File: src/rtl/addsub_pkg.sv
// Shared definitions for the pipelined adder/subtractor: group width,
// stage-count helper and the result flag bundle.
package addsub_pkg;

    localparam int GROUP_W = 4;

    typedef struct packed {
        logic cout;
        logic overflow;
        logic zero;
        logic negative;
    } flags_t;

    function automatic int num_stages(input int width, input int gps);
        return ((width / GROUP_W) + gps - 1) / gps;
    endfunction

endpackage

File: src/rtl/cla4_group.sv
// Combinational 4-bit carry-lookahead group; also exposes the carry into
// bit 3 so the top can form signed overflow at the MSB group.
module cla4_group (
    input  logic [3:0] a,
    input  logic [3:0] b,
    input  logic       cin,
    output logic [3:0] sum,
    output logic       cout,
    output logic       c3
);

    logic [3:0] p;
    logic [3:0] g;
    logic       c1;
    logic       c2;

    assign p = a ^ b;
    assign g = a & b;

    assign c1 = g[0] | (p[0] & cin);
    assign c2 = g[1] | (p[1] & g[0]) | (p[1] & p[0] & cin);
    assign c3 = g[2] | (p[2] & g[1]) | (p[2] & p[1] & g[0])
              | (p[2] & p[1] & p[0] & cin);
    assign cout = g[3] | (p[3] & g[2]) | (p[3] & p[2] & g[1])
                | (p[3] & p[2] & p[1] & g[0]) | (&p & cin);

    assign sum = p ^ {c3, c2, c1, cin};

endmodule

File: src/rtl/pipelined_addsub.sv
// Pipelined two's-complement add/sub built from 4-bit lookahead groups with a
// registered carry between stages, valid/ready backpressure and optional saturation.
module pipelined_addsub
    import addsub_pkg::*;
#(
    parameter int WIDTH            = 16,
    parameter int GROUPS_PER_STAGE = 1,
    parameter int SATURATE         = 0
) (
    input  logic             clk,
    input  logic             rst,
    input  logic             in_valid,
    output logic             in_ready,
    input  logic [WIDTH-1:0] a,
    input  logic [WIDTH-1:0] b,
    input  logic             sub,
    input  logic             sat,
    output logic             out_valid,
    input  logic             out_ready,
    output logic [WIDTH-1:0] sum,
    output logic             cout,
    output logic             overflow,
    output logic             zero,
    output logic             negative
);

    localparam int NG = WIDTH / GROUP_W;
    localparam int NS = num_stages(WIDTH, GROUPS_PER_STAGE);

    // b is stored already conditioned (inverted for subtract); carry holds the
    // carry into the first group not yet evaluated.
    typedef struct packed {
        logic             valid;
        logic             sat;
        logic             carry;
        logic             c_msb;
        logic [WIDTH-1:0] a;
        logic [WIDTH-1:0] b;
        logic [WIDTH-1:0] sum;
        flags_t           flags;
    } stage_t;

    stage_t           src     [NS];
    stage_t           nxt     [NS];
    stage_t           stage_q [NS];
    stage_t           fin;
    logic             stall;
    logic [WIDTH-1:0] grp_sum;
    logic [NG-1:0]    grp_cout;
    logic [NG-1:0]    grp_c3;

    always_comb begin
        src[0]       = '0;
        src[0].valid = in_valid;
        src[0].sat   = (SATURATE != 0) && sat;
        src[0].carry = sub;
        src[0].a     = a;
        src[0].b     = sub ? ~b : b;
        for (int s = 1; s < NS; s++) begin
            src[s] = stage_q[s-1];
        end
    end

    for (genvar g = 0; g < NG; g++) begin : gen_grp
        localparam int S = g / GROUPS_PER_STAGE;
        logic       cin_g;
        logic       cout_g;
        logic       c3_g;
        logic [3:0] sum_g;

        // The first group of each stage takes the registered carry; the rest ripple.
        if (g % GROUPS_PER_STAGE == 0) begin : gen_head
            assign cin_g = src[S].carry;
        end else begin : gen_chain
            assign cin_g = gen_grp[g-1].cout_g;
        end

        cla4_group u_grp (
            .a    (src[S].a[GROUP_W*g +: GROUP_W]),
            .b    (src[S].b[GROUP_W*g +: GROUP_W]),
            .cin  (cin_g),
            .sum  (sum_g),
            .cout (cout_g),
            .c3   (c3_g)
        );

        assign grp_sum[GROUP_W*g +: GROUP_W] = sum_g;
        assign grp_cout[g]                   = cout_g;
        assign grp_c3[g]                     = c3_g;
    end

    always_comb begin
        int lg;
        for (int s = 0; s < NS; s++) begin
            nxt[s] = src[s];
            lg     = (((s + 1) * GROUPS_PER_STAGE < NG) ? (s + 1) * GROUPS_PER_STAGE : NG) - 1;
            for (int i = 0; i < WIDTH; i++) begin
                if ((i / GROUP_W) / GROUPS_PER_STAGE == s) begin
                    nxt[s].sum[i] = grp_sum[i];
                end
            end
            nxt[s].carry = grp_cout[lg];
            nxt[s].c_msb = grp_c3[lg];
        end
    end

    always_comb begin
        fin                = nxt[NS-1];
        fin.flags.cout     = nxt[NS-1].carry;
        fin.flags.overflow = nxt[NS-1].c_msb ^ nxt[NS-1].carry;
        if (nxt[NS-1].sat && fin.flags.overflow) begin
            fin.sum = {nxt[NS-1].a[WIDTH-1], {(WIDTH-1){~nxt[NS-1].a[WIDTH-1]}}};
        end
        fin.flags.zero     = (fin.sum == '0);
        fin.flags.negative = fin.sum[WIDTH-1];
    end

    // Whole pipeline freezes on stall; bubbles are never squeezed out.
    always_ff @(posedge clk) begin
        if (rst) begin
            for (int s = 0; s < NS; s++) begin
                stage_q[s] <= '0;
            end
        end else if (!stall) begin
            for (int s = 0; s < NS - 1; s++) begin
                stage_q[s] <= nxt[s];
            end
            stage_q[NS-1] <= fin;
        end
    end

    assign out_valid = stage_q[NS-1].valid;
    assign sum       = stage_q[NS-1].sum;
    assign cout      = stage_q[NS-1].flags.cout;
    assign overflow  = stage_q[NS-1].flags.overflow;
    assign zero      = stage_q[NS-1].flags.zero;
    assign negative  = stage_q[NS-1].flags.negative;

    assign stall    = out_valid & ~out_ready;
    assign in_ready = ~stall;

endmodule

File: config.mk
export PLATFORM = sky130hd
export DESIGN_NAME = pipelined_addsub
export DESIGN_NICKNAME = d
export VERILOG_FILES = /design/src/rtl/addsub_pkg.sv /design/src/rtl/cla4_group.sv /design/src/rtl/pipelined_addsub.sv
export SDC_FILE = /design/constraint.sdc
export NUM_CORES = 1
export LEC_CHECK = 0
export CORE_ASPECT_RATIO = 1.25
export CORE_UTILIZATION = 38
export DETAILED_ROUTE_END_ITERATION = 16
export GPL_TIMING_DRIVEN = 1
export SKIP_CTS_REPAIR_TIMING = 1
export SLEW_MARGIN = 10
export SYNTH_ARGS = -nofsm -noshare
export SYNTH_HDL_FRONTEND = slang
export SYNTH_SLANG_ARGS = --single-unit
File: constraint.sdc
create_clock -name clk -period 3.7 [get_ports clk]
set_clock_uncertainty 0.15 [all_clocks]
set_input_delay 0.925 -clock clk [delete_from_list [all_inputs] [get_ports clk]]
set_output_delay 0.925 -clock clk [all_outputs]
set_load 0.02 [all_outputs]
# After elaboration in Yosys (flattened, before gate mapping)
# Memories as Yosys holds them, arrays and structs flattened.
# Index checks and enable logic that the tools add are counted.
# classes
n_bitwise,122
mux,11
n_reduce_logical,6
# ops
cell,count
two-way mux 56 bit,4
bitwise AND 1 bit,61
bitwise OR 1 bit,44
two-way mux 16 bit,2
XOR 4 bit,8
bitwise AND 4 bit,4
zero test 16 bit,1
NOT 16 bit,1
AND reduction 4 bit,4
two-way mux 1 bit,5
NOT 1 bit,3
logical AND 1 bit,1
XOR 1 bit,1
# totals
out_inout_bits,22
mem_bits_rw,224
in_bits,38
elab_cells,140
ff_bits,0
n_memories,1
# memory_table
memory,words,width,read_ports,rd_ports_with_merged_regs,write_ports,line,source
stage_q,4,56,4,0,4,pipelined_addsub.sv:45,stage_t stage_q [NS];

# Depth between registers and ports, before layout
# An unclocked memory read counts as a cell.
# logic_depth
word_depth,12
mapped_depth,8
ltp_nobuf,6

# Hierarchy
# From an unflattened synthesis, not the netlist that was laid out.
# unflattened
hier_cells,308
area_unflattened_um2,4478.0
# by_module_without_submodules
module,cells_per_inst,seq_area_each_um2,n_inst,area_per_inst_um2
pipelined_addsub,236,2942.8,1,3857.4
cla4_group,18,0.0,4,155.1

# Worst setup path before layout
# No wires, ideal clock.
# synth_path
path_type,input to register
from,input port out_ready
to,"memory stage_q[0][24] (netlist name), enable pin"
arrival_time_ns,2.470
setup_time_ns,0.415
cell_stages,2
path_buffers,0
t_required_ns,3.135
setup_slack_ns,0.665
path_cell_list,nand2b_1 > or2_2
# synth_rtl
element,line,source
start: declaration,pipelined_addsub.sv:19,"input logic out_ready,"
end: declaration,pipelined_addsub.sv:45,

# Final worst setup path
# layout_path
from,input port out_ready
to,output port in_ready
# layout_between
elab_chain_len,3
# layout_rtl
element,line,source
NOT 1 bit,pipelined_addsub.sv:139,assign stall = out_valid & ~out_ready;
bitwise AND 1 bit,pipelined_addsub.sv:139,
NOT 1 bit,pipelined_addsub.sv:140,assign in_ready = ~stall;
end: declaration,pipelined_addsub.sv:13,"output logic in_ready,"
# No other way between the ends.

==> insert_results.sql <==
INSERT INTO impl_metrics (metric_group, metric, value, unit) VALUES
('run_status', 'status', 'finished clean', ''),
('logic_synthesis', 'syn_area', '4300', 'um2'),
('logic_synthesis', 'ys.warnings.count', '0', ''),
('power_and_ir_drop', 'p_leak', '0.00216', 'uW'),
('timing', 'finalHoldViolations', '0', ''),
('finish', 'syn_to_final_growth', '24.3', '%'),
('timing', 'grt_setup_unrepaired', 'false', ''),
('setup_path', 'rr_endpoint', 'stage_q[3][19]$_SDFFCE_PN0P_', ''),
('finish', 'largest_register', 'stage_q', ''),
('logic_synthesis', 'synth_largest_area_cell', 'sky130_fd_sc_hd__edfxtp_1', ''),
('timing', 'final_min_period_over_clock_period', '87.5', '%'),
('die', 'floorplan.initialDensity', '38.8', '%'),
('setup_path', 'internal_reg_to_reg_setup_slack', '1810', 'ps'),
('timing', 'fmaxAchievable', '309', 'MHz'),
('global_routing', 'number_of_antenna_violations_at_the_first_check_in_global_routing', '0', ''),
('setup_path', 'worst-setup-path-type', 'in2out', ''),
('finish', 'final_net_count', '416', ''),
('setup_path', 'setup.worst_path.start_class', 'primary input', ''),
('power_and_ir_drop', 'power.internal', '1960', 'uW'),
('die', 'core-area', '11100', 'um2'),
('timing', 'timing.hold.ws', '366', 'ps'),
('logic_synthesis', 'synth_top_family_by_area', 'simple AND/OR/NAND/NOR gates', ''),
('setup_path', 'ff2ff_path_depth', '5', ''),
('finish', 'fill_cells', '989', ''),
('global_routing', 'first_pass_grt_wire_length', '9380', 'um'),
('power_and_ir_drop', 'power.sequential.fraction', '54.3', '%'),
('die', 'chipHeight', '121', 'um'),
('clock_network', 'cts-htree-levels', '3', ''),
('detailed_routing', 'detailedRoute.firstIterationViolations', '78', ''),
('clock_network', 'clock_tree.buffer_depth', '2', ''),
('place', 'numPortBuffers', '58', ''),
('power_and_ir_drop', 'peakVddDrop', '0.188', 'mV'),
('setup_path', 'timing.critical_path.arrival', '2160', 'ps'),
('setup_path', 'cp_data_required_time', '2620', 'ps'),
('logic_synthesis', 'postSynthAreaPerCell', '14.6', 'um2'),
('detailed_routing', 'drc', '0', ''),
('die', 'io_pins', '60', ''),
('logic_synthesis', 'yosys.cell_types.count', '33', ''),
('detailed_routing', 'detail-route-antenna-nets', '0', ''),
('detailed_routing', 'finalWirelength', '5500', 'um'),
('setup_path', 'critPathCaptureType', 'output pin', ''),
('global_routing', 'grt_pass1_vias', '2198', ''),
('logic_synthesis', 'synth_compound_gate_area_share', '3.84', '%'),
('clock_network', 'cts_root_buffer', 'sky130_fd_sc_hd__clkbuf_16', ''),
('power_and_ir_drop', 'comb_power_share', '10.0', '%'),
('logic_synthesis', 'yosys.area_share.xor_xnor', '4.68', '%'),
('place', 'hpwl', '3760', 'um'),
('timing', 'finish_stage_setup_viols', '0', ''),
('worst_hold_path', 'hold-path-cell-count', '1', ''),
('logic_synthesis', 'postSynthRegisterBits', '98', ''),
('setup_path', 'reg2reg_from', 'stage_q[2][32]$_SDFFCE_PN0P_', ''),
('timing', 'period_minus_slack', '3240', 'ps'),
('logic_synthesis', 'synth-simple-area-share', '14.9', '%'),
('logic_synthesis', 'post_synth_fa_ha_maj_area_fraction', '6.05', '%'),
('clock_network', 'cts_buf_count', '9', ''),
('logic_synthesis', 'synthesis.instances', '295', ''),
('logic_synthesis', 'synthTopCellsByArea', 'sky130_fd_sc_hd__edfxtp_1, sky130_fd_sc_hd__and2_1, sky130_fd_sc_hd__ha_1', ''),
('power_and_ir_drop', 'netSwitchingPower', '494', 'uW'),
('detailed_routing', 'vias_per_cell', '4.57', ''),
('place', 'finalWeightedCongestion', '0.685', ''),
('finish', 'largest_registers', 'stage_q x98', ''),
('worst_hold_path', 'hold_path_end', 'stage_q[1][50]$_SDFFCE_PN0P_', ''),
('die', 'num_rows', '43', ''),
('power_and_ir_drop', 'p_sw_share', '20.2', '%'),
('logic_synthesis', 'syn-num-nets', '352', ''),
('logic_synthesis', 'synth-seq-area-share', '68.4', '%'),
('power_and_ir_drop', 'powerDensity', '458', 'nW/um2'),
('job', 'max_cap_viol_count', '0', ''),
('detailed_routing', 'firstDrtPassIters', '4', ''),
('timing', 'maxSlewViolCount', '0', ''),
('detailed_routing', 'average_detailed_routed_wire_length_per_instance', '11.0', 'um');
## power groups by stage
stage	registers [uW]	clock network (uW)	logic, uW
3_5_place_dp	1350	0	249
3_3_place_gp	1350	0	244
6_report	1330	875	245
4_1_cts	1330	904	250
5_1_grt	1340	933	272
2_1_floorplan	1370	0	139
## through the flow
step / utilization [%] / instances / area [um2] / setup WS, ps / power, uW
final: 48.2 / 499 / 5350 / 463 / 2450
after global routing: 48.2 / 499 / 5350 / 422 / 2540
after CTS: 48.2 / 499 / 5350 / 442 / 2480
after detailed placement: 45.7 / 483 / 5060 / 448 / 1600
after global placement: 45.7 / 483 / 5060 / 497 / 1600
after floorplan: - / 295 / 4300 / 665 / 1500
## critical path, cell delays in order
cell	delay [ps]
sky130_fd_sc_hd__clkdlybuf4s50_1	450
sky130_fd_sc_hd__nand2b_1	160
sky130_fd_sc_hd__clkdlybuf4s50_1	620
## cell usage after synthesis
cell and count:
sky130_fd_sc_hd__ha_1 16, sky130_fd_sc_hd__or4_1 1, sky130_fd_sc_hd__a21oi_1 2, sky130_fd_sc_hd__inv_1 4
sky130_fd_sc_hd__buf_2 6, sky130_fd_sc_hd__a211o_1 1, sky130_fd_sc_hd__and3_1 1, sky130_fd_sc_hd__buf_4 2
sky130_fd_sc_hd__or2_1 1, sky130_fd_sc_hd__nor4_1 2, sky130_fd_sc_hd__xnor2_1 15, sky130_fd_sc_hd__a31oi_4 1
sky130_fd_sc_hd__a21o_1 3, sky130_fd_sc_hd__o21a_1 5, sky130_fd_sc_hd__nand2_1 3, sky130_fd_sc_hd__nand2b_1 2
sky130_fd_sc_hd__nand3_1 1, sky130_fd_sc_hd__o21ai_0 3, sky130_fd_sc_hd__or2_2 1, sky130_fd_sc_hd__clkbuf_1 5
sky130_fd_sc_hd__a211oi_1 6, sky130_fd_sc_hd__fa_1 3, sky130_fd_sc_hd__and2b_1 1, sky130_fd_sc_hd__or3_1 1
sky130_fd_sc_hd__edfxtp_1 98, sky130_fd_sc_hd__o21ai_1 1, sky130_fd_sc_hd__nor2b_1 1, sky130_fd_sc_hd__and2_1 66
sky130_fd_sc_hd__nor2_1 25, sky130_fd_sc_hd__nor3_1 8, sky130_fd_sc_hd__nor3b_1 1, sky130_fd_sc_hd__mux2i_1 1
sky130_fd_sc_hd__xor2_1 8
## cells in the final DEF (no fill, tap or decap), drive strengths merged, types with 3 or more instances in the layout
| master | instances |
|---|---|
| a211oi | 6 |
| a21o | 3 |
| clkbuf | 9 |
| xor2 | 8 |
| inv | 4 |
| nand2 | 3 |
| fa | 3 |
| o21ai | 4 |
| nor3 | 8 |
| ha | 16 |
| and2 | 66 |
| buf | 8 |
| xnor2 | 15 |
| clkdlybuf4s50 | 58 |
| edfxtp | 98 |
| o21a | 5 |
| clkinv | 5 |
| nor2 | 25 |
## logic make-up after synthesis
group | Yosys count
flops | 98
mux | 1
compound gates | 22
xor+xnor | 23
simple gates | 115
buf+inv | 17
fa+ha+maj | 19
## worst max-delay path by stage
stage | from | end | cells past startpoint
final | out_ready | in_ready | 3
after global routing | out_ready | in_ready | 3
after CTS | out_ready | in_ready | 3
after detailed placement | out_ready | in_ready | 3
after global placement | out_ready | in_ready | 3
after floorplan | out_ready | stage_q[0][24]$_SDFFCE_PN0P_ | 2
## area by class of cell
| type | count | area, um2 | share of cell area (%) |
|---|---|---|---|
| multi-input cells | 180 | 1280 | 24.0 |
| inverters | 4 | 15.0 | 0.281 |
| flip-flops and latches | 98 | 2940 | 55.0 |
| well taps | 135 | 169 | 3.16 |
| clock inverters | 7 | 60.1 | 1.12 |
| clock buffers | 9 | 225 | 4.21 |
| repair buffers | 66 | 653 | 12.2 |
## layer usage
metal | track usage (%) | share of wire, %
met2 | 18.0 | 52
met1 | 11.0 | 41
met5 | 0 | 0
met4 | 5.88 | 2.0
met3 | 2.30 | 4.1
Power figures use the tool's default switching activity.
